## config.mk

```make
export PLATFORM = sky130hd
export DESIGN_NAME = im_loader
export DESIGN_NICKNAME = d
export VERILOG_FILES = /design/src/rtl/im_loader.sv
export SDC_FILE = /design/constraint.sdc
export NUM_CORES = 1
export LEC_CHECK = 0
export ABC_AREA = 1
export CORE_AREA = 2 2 106 108
export CTS_CLUSTER_DIAMETER = 40
export DETAILED_ROUTE_END_ITERATION = 8
export DIE_AREA = 0 0 108 110
export GPL_ROUTABILITY_DRIVEN = 0
export SYNTH_ARGS = -nofsm -noshare
export SYNTH_HDL_FRONTEND = slang
export SYNTH_SLANG_ARGS = --single-unit
```

## constraint.sdc

```tcl
create_clock -name CLK -period 2.48 [get_ports CLK]
set_clock_uncertainty 0.15 [all_clocks]
set_input_delay 0.496 -clock CLK [delete_from_list [all_inputs] [get_ports CLK]]
set_output_delay 0.496 -clock CLK [all_outputs]
set_load 0.05 [all_outputs]
```

## src/rtl/im_loader.sv

```systemverilog
// im_loader: boot-time writer for the byte-addressed instruction memory.
// Parses MAGIC/LEN/payload/CSUM frames and holds the CPU until a clean load.
module im_loader #(
    parameter int          MEM_BYTES = 32,
    parameter logic [7:0]  MAGIC     = 8'hA5
) (
    input  logic        CLK,
    input  logic        RESET,
    input  logic        START,
    input  logic [7:0]  RX_DATA,
    input  logic        RX_VALID,
    output logic        RX_READY,
    output logic        MEM_WE,
    output logic [63:0] MEM_ADDR,
    output logic [7:0]  MEM_WDATA,
    output logic        CPU_HOLD,
    output logic        LOAD_DONE,
    output logic        LOAD_ERR,
    output logic [1:0]  ERR_CODE
);

    typedef enum logic [2:0] {
        S_IDLE,
        S_MAGIC,
        S_LEN_HI,
        S_LEN_LO,
        S_LOAD,
        S_CHECK,
        S_DONE,
        S_ERR
    } state_t;

    localparam logic [15:0] MAX_LEN = 16'(MEM_BYTES);

    localparam logic [1:0] E_NONE  = 2'd0;
    localparam logic [1:0] E_MAGIC = 2'd1;
    localparam logic [1:0] E_LEN   = 2'd2;
    localparam logic [1:0] E_CSUM  = 2'd3;

    state_t      state_q, state_d;
    logic [15:0] len_q, len_d;
    logic [15:0] idx_q, idx_d;
    logic [7:0]  csum_q, csum_d;
    logic        we_q, we_d;
    logic [63:0] addr_q, addr_d;
    logic [7:0]  wdata_q, wdata_d;
    logic        hold_q, hold_d;
    logic        done_q, done_d;
    logic        err_q, err_d;
    logic [1:0]  code_q, code_d;

    logic        accept;
    logic [15:0] len_new;

    always_ff @(posedge CLK) begin
        if (RESET) begin
            state_q <= S_IDLE;
            len_q   <= '0;
            idx_q   <= '0;
            csum_q  <= '0;
            we_q    <= 1'b0;
            addr_q  <= '0;
            wdata_q <= '0;
            hold_q  <= 1'b1;
            done_q  <= 1'b0;
            err_q   <= 1'b0;
            code_q  <= E_NONE;
        end else begin
            state_q <= state_d;
            len_q   <= len_d;
            idx_q   <= idx_d;
            csum_q  <= csum_d;
            we_q    <= we_d;
            addr_q  <= addr_d;
            wdata_q <= wdata_d;
            hold_q  <= hold_d;
            done_q  <= done_d;
            err_q   <= err_d;
            code_q  <= code_d;
        end
    end

    always_comb begin
        RX_READY = 1'b0;
        unique case (state_q)
            S_MAGIC, S_LEN_HI, S_LEN_LO,
            S_LOAD, S_CHECK: RX_READY = 1'b1;
            default:         RX_READY = 1'b0;
        endcase
    end

    assign accept  = RX_VALID && RX_READY;
    assign len_new = {len_q[15:8], RX_DATA};

    always_comb begin
        state_d = state_q;
        len_d   = len_q;
        idx_d   = idx_q;
        csum_d  = csum_q;
        we_d    = 1'b0;
        addr_d  = addr_q;
        wdata_d = wdata_q;
        hold_d  = hold_q;
        done_d  = done_q;
        err_d   = err_q;
        code_d  = code_q;

        unique case (state_q)
            S_IDLE, S_DONE, S_ERR: begin
                if (START) begin
                    state_d = S_MAGIC;
                    done_d  = 1'b0;
                    err_d   = 1'b0;
                    code_d  = E_NONE;
                    hold_d  = 1'b1;
                    idx_d   = '0;
                    csum_d  = '0;
                end
            end
            S_MAGIC: begin
                if (accept) begin
                    if (RX_DATA == MAGIC) begin
                        state_d = S_LEN_HI;
                    end else begin
                        state_d = S_ERR;
                        err_d   = 1'b1;
                        code_d  = E_MAGIC;
                    end
                end
            end
            S_LEN_HI: begin
                if (accept) begin
                    len_d   = {RX_DATA, len_q[7:0]};
                    state_d = S_LEN_LO;
                end
            end
            S_LEN_LO: begin
                if (accept) begin
                    len_d = len_new;
                    if (len_new == '0 || len_new > MAX_LEN) begin
                        state_d = S_ERR;
                        err_d   = 1'b1;
                        code_d  = E_LEN;
                    end else begin
                        state_d = S_LOAD;
                    end
                end
            end
            S_LOAD: begin
                if (accept) begin
                    we_d    = 1'b1;
                    addr_d  = 64'(idx_q);
                    wdata_d = RX_DATA;
                    csum_d  = csum_q + RX_DATA;
                    idx_d   = idx_q + 16'd1;
                    if (idx_q == len_q - 16'd1) begin
                        state_d = S_CHECK;
                    end
                end
            end
            S_CHECK: begin
                if (accept) begin
                    if (RX_DATA == csum_q) begin
                        state_d = S_DONE;
                        done_d  = 1'b1;
                        hold_d  = 1'b0;
                    end else begin
                        state_d = S_ERR;
                        err_d   = 1'b1;
                        code_d  = E_CSUM;
                    end
                end
            end
            default: state_d = S_IDLE;
        endcase
    end

    assign MEM_WE    = we_q;
    assign MEM_ADDR  = addr_q;
    assign MEM_WDATA = wdata_q;
    assign CPU_HOLD  = hold_q;
    assign LOAD_DONE = done_q;
    assign LOAD_ERR  = err_q;
    assign ERR_CODE  = code_q;

endmodule
```

==> flow_summary_export.csv <==
group,metric,value,unit
power_and_ir_drop,power.density,969,mW/mm^2
detailed_routing,wire_per_inst,12.4,microns
synthesis,synth-main-ff-cell,"sky130_fd_sc_hd__dfxtp_1",
global_routing,grt_start_max_net_pins,28,
worst_setup_path,worstPathArrival,2410,ps
synthesis,synth.distinct_cells,43,
floorplanning,placeableCoreArea,0.0107,sq mm
sta,fin_crit_sh,91.5,%
clock_tree,cts_sinks,73,
synthesis,synth_area,0.00423,sq mm
clock_tree,clock_tree.buffer_depth,2,
synthesis,synth.yosys.seq_area_share,34.5,%
job,max_cap_viol_count,0,
synthesis,synth-seq-cells,73,
clock_tree,clock-root-buffer,"sky130_fd_sc_hd__clkbuf_8",
sta,timing.final.hold_violations,0,
clock_tree,numCtsBuffers,9,
sta,maxClockFrequency,441,MHz
worst_setup_path,timing.critical_path.fanout_max,2,
final_layout,layout.cells.non_filler,830,
clock_tree,clock_tree.htree_level_count,3,
worst_setup_path,cpPeakStageDelay,430,ps
synthesis,syn_area_per_cell,6.88,sq um
detailed_routing,detail_route.iter0.violations,134,
global_routing,globalRoute.totalOverflow,0,
clock_tree,cts_hold_repair.buffers,0,
worst_setup_path,path_cells,"clkdlybuf4s50_1, ha_2, fa_2, nand2_1, inv_1, o21ai_2, nand2_1, nand2_1, nand2_1, a21oi_2, o21ai_0, a21o_1, a21oi_1",
worst_setup_path,timing.setup.critical_path_class,"input port to flop",
floorplanning,dieHeight,110,microns
global_routing,grt_first_pass_wirelength,17.0,mm
detailed_routing,drt.antenna.violating_nets,0,
sta,finalWorstPathRequiredPeriod,2270,ps
worst_setup_path,worst_setup_path_start_kind,"input port",
detailed_routing,vias,3970,
sta,rsz0062_at_grt,"false",
sta,tightestPinTransition,536,ps
worst_setup_path,timing.critical_path.buf_inv,2,
global_routing,number_of_global_route_vias_before_repair,3670,
detailed_routing,drtPass1Iterations,4,
status,run_status,"completed",
detailed_routing,number_of_remaining_drc_errors,0,
worst_setup_path,cpMaxStageDelayCell,"sky130_fd_sc_hd__clkdlybuf4s50_1",
detailed_routing,drt_wl_total,10.3,mm
synthesis,yosysWarnings,0,
detailed_routing,drt-vias-per-instance,4.78,
global_routing,grt_antenna_before_repair,0,
worst_setup_path,path_common_cell,"sky130_fd_sc_hd__nand2_1",
power_and_ir_drop,total_leakage_power,2.26,nW
synthesis,synthArstFlopShare,0,%
final_layout,diodes,0,
sta,report.final.slew_viol_count,0,
floorplanning,die_area,0.0119,sq mm
final_layout,drive_above_1_share,11.3,%
power_and_ir_drop,ir_worst_vdd,0.000772,V
sta,setup_viol,0,
clock_tree,clk_pin_slew_worst_paths,80,ps
worst_setup_path,crit_family,"compound AO/OA/AOI/OAI gates",
sta,final.setup.tns,0,ps
synthesis,synthesis.instances,615,
floorplanning,floorplan.initialDensity,39.6,%
synthesis,synth-edff-count,0,
clock_tree,clock_latency,360,ps
worst_hold_path,hold_path_class,"flop to flop",
floorplanning,die_width,108,microns
placement,port_buffers,42,
floorplanning,io_pins,91,
worst_setup_path,worst_setup_path_end_kind,"flop",
worst_setup_path,cp.required,2620,ps
final_layout,area_growth,18.8,%
placement,placed_cells_incl_taps,814,
final_layout,num-nets-final,707,
placement,dpl.hpwl,7.81,mm
global_routing,globalRouteTotalUtil,18.2,%
sta,timing.max_slew.rel_slack,64.1,%
floorplanning,placementRows,38,
clock_tree,clock_tree_from_tritoncts,"yes",
## repair_timing
item / CTS / global route
setup endpoints to repair: 0 / 4
resized for setup: 0 / 9
endpoints found under the hold margin: 0 / 0
setup buffers: 0 / 0
## report_power, final
group / total [mW] / switching [mW] / internal (mW)
logic: 2.57 / 1.74 / 0.825
registers: 1.47 / 0.132 / 1.33
clock network: 0.841 / 0.476 / 0.365
total: 4.87 / 2.35 / 2.52
## metrics by stage
stage	hold slack, ps	worst slack, ps	util (%)	power (mW)	cell area [sq um]
after floorplan	294	276	-	3.38	4410
after global placement	293	-310	45.2	4.00	4830
after detailed placement	297	-347	45.2	4.03	4830
after CTS	318	11.4	46.7	4.88	5000
after global routing	346	41.5	47.0	5.25	5030
final	315	210	47.0	4.87	5030
## area by class of cell
class	instances	area, sq um
repair buffers	75	666
well taps	140	175
clock inverters	6	42.5
fillers	1094	5670
inverters	64	240
flip-flops and latches	73	1460
clock buffers	10	128
multi-input cells	462	2320
## cells by family after synthesis
family / after synthesis / synth area share, %
AND/OR/NAND/NOR: 262 / 27.8
buffers and inverters: 127 / 15.6
AO/OA/AOI/OAI: 126 / 15.6
flip-flops: 73 / 34.5
XOR/XNOR: 16 / 3.31
adder cells (fa/ha/maj): 10 / 3.13
other: 1 / 0.0886
## Yosys cell counts (all sizes together) (8+ instances only)
| library cell | instances | area share, % |
|---|---|---|
| buf | 52 | 9.0 |
| dfxtp | 73 | 35 |
| xnor2 | 8 | 1.7 |
| inv | 61 | 5.4 |
| nand3 | 26 | 3.4 |
| clkbuf | 11 | 0.98 |
| nor2 | 68 | 6.9 |
| nor3 | 13 | 1.5 |
| o21ai | 47 | 5.6 |
| xor2 | 8 | 1.7 |
| nand2 | 134 | 12 |
| a21oi | 69 | 8.2 |
| ha | 9 | 2.7 |
## per-layer routing
layer | part of all wire, % | vias up | global-route usage [%]
met2 | 45 | 113 | 29.7
li1 | - | 2044 | -
met5 | 0 | - | 0
met1 | 47 | 1792 | 23.5
met4 | 2.8 | 0 | 8.61
met3 | 5.0 | 21 | 3.00
## cell usage in the layout (no fill, tap or decap), drive strengths merged
cell / n
a21boi: 1
a21o: 1
o21bai: 1
clkbuf: 10
nor3b: 2
buf: 34
ha: 9
nand3: 26
nor3: 13
o311ai: 1
nand3b: 6
nand2: 134
xor2: 8
and3: 1
conb: 48
dfxtp: 73
fa: 1
a31oi: 1
nand4: 6
clkinv: 6
a21oi: 69
clkdlybuf4s50: 41
a211oi: 3
xnor2: 8
o21ai: 47
o31ai: 2
nor2: 68
clkinvlp: 2
nand2b: 1
nor4: 2
and2: 1
or2: 2
inv: 62
## worst min-delay path, stage by stage, from the launching register on
cell and delay, ps:
sky130_fd_sc_hd__dfxtp_1 330, sky130_fd_sc_hd__nand2_1 50, sky130_fd_sc_hd__nand3_1 50
## sequential cells by signal (all words and copies together), names as in the netlist
signal,flops
MEM_WDATA,8
MEM_ADDR,16
LOAD_ERR,1
CPU_HOLD,1
idx_q,16
MEM_WE,1
csum_q,8
state_q,3
len_q,16
LOAD_DONE,1
ERR_CODE,2
## worst paths after layout
check / startpoint / end / slack [ps] / cells after the start
max: RX_DATA[0] / csum_q[6] / 210 / 13
min: CPU_HOLD / CPU_HOLD / 310 / 2
max reg2reg: len_q[0] / state_q[2] / 340 / 15
min reg2reg: CPU_HOLD / CPU_HOLD / 310 / 2
Note: power is estimated with default switching activity, not from simulation.
